`config.mk`:
```
export PLATFORM = sky130hd
export DESIGN_NAME = hemaia_reset_sequencer
export DESIGN_NICKNAME = d
export VERILOG_FILES = /design/src/rtl/hemaia_reset_sequencer.sv
export SDC_FILE = /design/constraint.sdc
export NUM_CORES = 1
export LEC_CHECK = 0
export CAP_MARGIN = 0
export CORE_ASPECT_RATIO = 0.75
export CORE_UTILIZATION = 35
export CTS_CLUSTER_SIZE = 28
export DETAILED_ROUTE_END_ITERATION = 12
export PLACE_DENSITY = 0.53
export SLEW_MARGIN = 20
export SYNTH_ARGS = -nofsm -noshare
export SYNTH_HDL_FRONTEND = slang
export SYNTH_SLANG_ARGS = --single-unit
```
`constraint.sdc`:
```
create_clock -name clk_i -period 2 [get_ports clk_i]
set_clock_uncertainty 0.2 [all_clocks]
set_input_delay 0.2 -clock clk_i [delete_from_list [all_inputs] [get_ports clk_i]]
set_output_delay 0.2 -clock clk_i [all_outputs]
set_load 0.01 [all_outputs]
```
`src/rtl/hemaia_reset_sequencer.sv`:
```
// Power-on and software-requested local reset sequencer: holds the selected
// channels in reset, then releases them one at a time in ascending order.
module hemaia_reset_sequencer #(
  parameter  int unsigned NumReset   = 4,
  parameter  int unsigned HoldCycles = 16,
  parameter  int unsigned GapCycles  = 8,
  localparam int unsigned CntWidth   =
    $clog2(((HoldCycles > GapCycles) ? HoldCycles : GapCycles) + 1)
) (
  input  logic                clk_i,
  input  logic                sync_ff_rst,
  input  logic                req_valid_i,
  input  logic [NumReset-1:0] req_mask_i,
  output logic                req_ready_o,
  output logic [NumReset-1:0] local_rst_no,
  output logic                busy_o,
  output logic                done_o
);

  localparam int unsigned PtrWidth   = (NumReset > 1) ? $clog2(NumReset) : 1;
  localparam int unsigned GapLastInt = (GapCycles > 0) ? GapCycles - 1 : 0;

  localparam logic [CntWidth-1:0] HoldLast = CntWidth'(HoldCycles - 1);
  localparam logic [CntWidth-1:0] GapLast  = CntWidth'(GapLastInt);
  localparam logic [PtrWidth-1:0] PtrLast  = PtrWidth'(NumReset - 1);

  typedef enum logic [1:0] {
    HOLD    = 2'd0,
    RELEASE = 2'd1,
    GAP     = 2'd2,
    IDLE    = 2'd3
  } state_e;

  state_e              state_q, state_d;
  logic [CntWidth-1:0] cnt_q,   cnt_d;
  logic [PtrWidth-1:0] ptr_q,   ptr_d;
  logic [NumReset-1:0] mask_q,  mask_d;
  logic [NumReset-1:0] rst_q,   rst_d;
  logic                done_q,  done_d;

  // NOTE: every variable gets its hold value before the case statement, so no
  // path through the block leaves one unassigned and no latch is inferred.
  always_comb begin
    state_d = state_q;
    cnt_d   = cnt_q;
    ptr_d   = ptr_q;
    mask_d  = mask_q;
    rst_d   = rst_q;
    done_d  = 1'b0;

    unique case (state_q)
      HOLD: begin
        if (cnt_q == HoldLast) begin
          state_d = RELEASE;
          ptr_d   = '0;
          cnt_d   = '0;
        end else begin
          cnt_d = cnt_q + 1'b1;
        end
      end

      RELEASE: begin
        if (mask_q[ptr_q]) rst_d[ptr_q] = 1'b1;
        if (ptr_q == PtrLast) begin
          state_d = IDLE;
          done_d  = 1'b1;
        end else if (mask_q[ptr_q] && (GapCycles > 0)) begin
          state_d = GAP;
          cnt_d   = '0;
        end else begin
          // Unmasked channels cost a single RELEASE cycle and no gap.
          ptr_d = ptr_q + 1'b1;
        end
      end

      GAP: begin
        if (cnt_q == GapLast) begin
          state_d = RELEASE;
          ptr_d   = ptr_q + 1'b1;
        end else begin
          cnt_d = cnt_q + 1'b1;
        end
      end

      IDLE: begin
        if (req_valid_i) begin
          if (req_mask_i == '0) begin
            done_d = 1'b1;
          end else begin
            mask_d  = req_mask_i;
            rst_d   = rst_q & ~req_mask_i;
            state_d = HOLD;
            cnt_d   = '0;
            ptr_d   = '0;
          end
        end
      end

      default: state_d = HOLD;
    endcase
  end

  // NOTE: reset is asynchronous so the local resets drop the moment
  // sync_ff_rst falls, even if clk_i is not yet running; state uses <= only.
  always_ff @(posedge clk_i or negedge sync_ff_rst) begin
    if (!sync_ff_rst) begin
      state_q <= HOLD;
      cnt_q   <= '0;
      ptr_q   <= '0;
      mask_q  <= '1;
      rst_q   <= '0;
      done_q  <= 1'b0;
    end else begin
      state_q <= state_d;
      cnt_q   <= cnt_d;
      ptr_q   <= ptr_d;
      mask_q  <= mask_d;
      rst_q   <= rst_d;
      done_q  <= done_d;
    end
  end

  // Local resets come straight from flops so downstream async inputs see no glitches.
  assign local_rst_no = rst_q;
  assign done_o       = done_q;
  assign busy_o       = (state_q != IDLE);
  assign req_ready_o  = (state_q == IDLE);

endmodule

```
==> impl_results.md, run 1 <==
* Die area at 3299 um2
* Worst Path Required at 1600 ps
* Io pins at 14
* Largest net degree at the start of global routing at 19
* Gate count after technology mapping at 102
* Post-route cell area at 1426 um2
* Htree depth at 1
* Layout cell share with drive strength beyond 1 at between 20 and 25%
* Fin nets at 151
* CP startpoint kind: flop
* Sw Share at 37.60%
* M1 WL at 1.189 mm
* WHS at 73.56 ps
* Max-Cap Viols at 0
* Finish-stage setup viols at 0
* Setup tns final at 0 ps
* Synthesized area per cell at approximately 11 um2
* Core area at 2935 um2
* Initial DRC count at 55
* Worst-path clk slew at 70 ps
* Post-route ant nets at 0
* Synth async-reset ratio at between 90% and 100%
* Area Growth Syn to Fin at 32.71%
* Placed insts at 163
* Worst path slowest cell: clkdlybuf4s50_1
* Status: finished, final reports clean
* Total number of yosys warnings at 0
* Critical Path AT at 1530 ps
* # diodes at 0
* Num CTS Buffers at 3
* Final min period at 1929 ps
* Worst Hold Class: input pin to async pin
* Height of the die at 49.99 um
* Bufs on Longest Clock Path at 2
* Die Span X at 65.99 um
* Slew HR at 81.78%
* Syn_nets at approximately 120
* Clock Latency Late Sink at around 250 ps
* DR WL met3 at roughly 100 um
* FMAX at 0.5184 GHz
* Final Cycle Share at a little over nine tenths
* First-pass GRT wire length at between 3 and 4 mm
* Unrepaired setup endpoints after global routing: false
* Internal at 1.259 mW
* Sink Count at 18
* Starting density of the core at 36.62%
* Peak VDD IR at 0.0008025 V
* Cell Pwr Density at about 1400 nW/um2
* Port Buffer Count at 13
* Total track usage at 16.50%
* CP max FO at 8
* Dpl ws at -63.04 ps
* Root buf cell: clkbuf_8
* Grt total ovfl at 0
* CP delay by family, top: buffers and inverters
* Final Max Tran Viols at 0
* DR top layer: met4
* EDFF count, synth at 0
* CTS tree: done
* Vias at 849
* Vias in the first global route at ~860
* Main flop type after synthesis: dfrtp_1
* Psw at 0.7583 mW
* DP Area at ~1300 um2
* Crit path buf inv count at 2
* Final worst slack at about 70 ps
* Initial antenna violation count at 0
* Routability cong. at 0.8353
* Clock power frac at 14.7%
* DRT Pass-1 Iters at 4
* Pleak at 0.6465 nW
* DR vias/cell at 5.054
* Count of final hold-check violations at 0
* Pin slew with the least headroom to its limit at 269.8 ps
* Sequential area share after synthesis at 42.37%
* Met2 WL at 988 um
* Fill cells at roughly 290
* Post-layout util at 48.59%
* Post-route DRC at 0
* HPWL Detailed at 1.840 mm
* Setup crit end kind: primary output
* Mapped Area at 1075 um2
* Part of the power in registers at 31.8%
* Final WL at approximately 2.3 mm
* Post-layout power at between 2 and 2.5 mW
* Wirelength per Cell at 13.67 um
* WS Path Type: flop to primary output
* Post-cts hold buffer count at 0
* Core Rows at 17
* Crit-path cells: ha_4 > inv_1 > clkdlybuf4s50_1
* Crit-path max cell delay at 530 ps
* Synth cell types at 32
* Combinational power share at 53.4%
* Flops & latches, synth at 18
* Final Non-Filler Cells at 168
==> layout by cell type, fill, tap and decap left out, types with 3 or more instances in the layout <==
cell / count
ha_1: 10
a32o_1: 3
buf_4: 12
dfrtp_1: 14
a21oi_1: 8
mux2i_1: 5
clkdlybuf4s50_1: 13
nor2b_1: 3
nor2_1: 5
dfstp_2: 4
inv_1: 12
nand3_1: 4
clkbuf_8: 4
nand2_1: 5
==> Yosys cell counts (all sizes together) (2+ instances only) <==
| cell type | instances | area share (%) |
|---|---|---|
| dfrtp | 14 | 33 |
| ha | 13 | 15 |
| inv | 12 | 4.2 |
| a21oi | 8 | 3.7 |
| mux2i | 5 | 4.7 |
| nand2 | 5 | 1.7 |
| nor2 | 5 | 1.7 |
| o21ai | 5 | 2.3 |
| dfstp | 4 | 9.8 |
| nand3 | 4 | 1.9 |
| a32o | 3 | 2.8 |
| nor2b | 3 | 1.7 |
| and3 | 2 | 1.2 |
| mux2 | 2 | 2.1 |
==> worst reg2reg max path, cell delays in order, from the launching register on <==
cell     delay [ps]
dfrtp_1         400
mux4_2          570
a21o_1          250
and2_4          170
a32o_1          220
==> final timing paths <==
path / start / end / slack (ps) / cells after the start
hold reg to reg: local_rst_no[3]$_DFFE_PN0P_ / local_rst_no[3]$_DFFE_PN0P_ / 340 / 2
setup reg to reg: ptr_q[0]$_DFFE_PN0P_ / cnt_q[3]$_DFFE_PN0P_ / 80 / 4
min in group clk_i: local_rst_no[3]$_DFFE_PN0P_ / local_rst_no[3]$_DFFE_PN0P_ / 340 / 2
hold / removal: sync_ff_rst / cnt_q[0]$_DFFE_PN0P_ / 70 / 2
max in group asynchronous: sync_ff_rst / mask_q[2]$_DFFE_PN1P_ / 1270 / 2
setup / recovery: state_q[0]$_DFFE_PN0P_ / busy_o / 70 / 3
==> sequential cells by signal, summed over array words and instances, names as in the netlist <==
name          flops
state_q           2
done_o            1
local_rst_no      4
ptr_q             2
cnt_q             5
mask_q            4
==> routing by layer <==
metal | GRT usage (%) | up-vias
met5 | 0 | -
met4 | 5.319 | 0
met3 | 4.167 | 2
met2 | 23.98 | 17
met1 | 23.73 | 414
li1 | - | 416
==> cell families (layout without fill, tap and decap cells) <==
logic type	count (synthesis)	count (layout)	share of synthesized area [%]
and+or+nand+nor	24	24	11.99
AOI/OAI and AO/OA	26	26	16.42
buffers and inverters	13	41	5.238
muxes	8	8	8.847
adders and majority gates	13	13	15.13
DFF	18	18	42.38
==> power by group through the flow <==
stage / combinational, mW / clock [mW] / sequential, mW
global route: 1.21 / 0.330 / 0.667
detailed placement: 1.05 / 0 / 0.638
CTS: 1.05 / 0.307 / 0.635
global placement: 1.03 / 0 / 0.635
floorplan: 0.692 / 0 / 0.641
finish: 1.08 / 0.297 / 0.642
==> cell type report <==
type	count	area, um2	share of cell area, %
Tap cell	38	47.55	3.333
Timing Repair Buffer	25	220.2	15.44
Inverter	12	45.04	3.158
Sequential cell	18	455.4	31.93
Clock buffer	4	55.05	3.860
Multi-Input combinational cell	71	603.1	42.28
==> what timing repair did <==
item                                    in CTS  in global routing
buffers inserted                             0                  1
gates resized for setup                      1                  7
cloned                                       0                  0
endpoints found under the setup margin       2                  8
Power figures use the tool's default switching activity.
==> run 2: changes to the inputs <==
CTS_CLUSTER_DIAMETER = 50   (was unset)
==> results of run 2 <==
The final DEF is identical to that of run 1; final timing and power are the same.
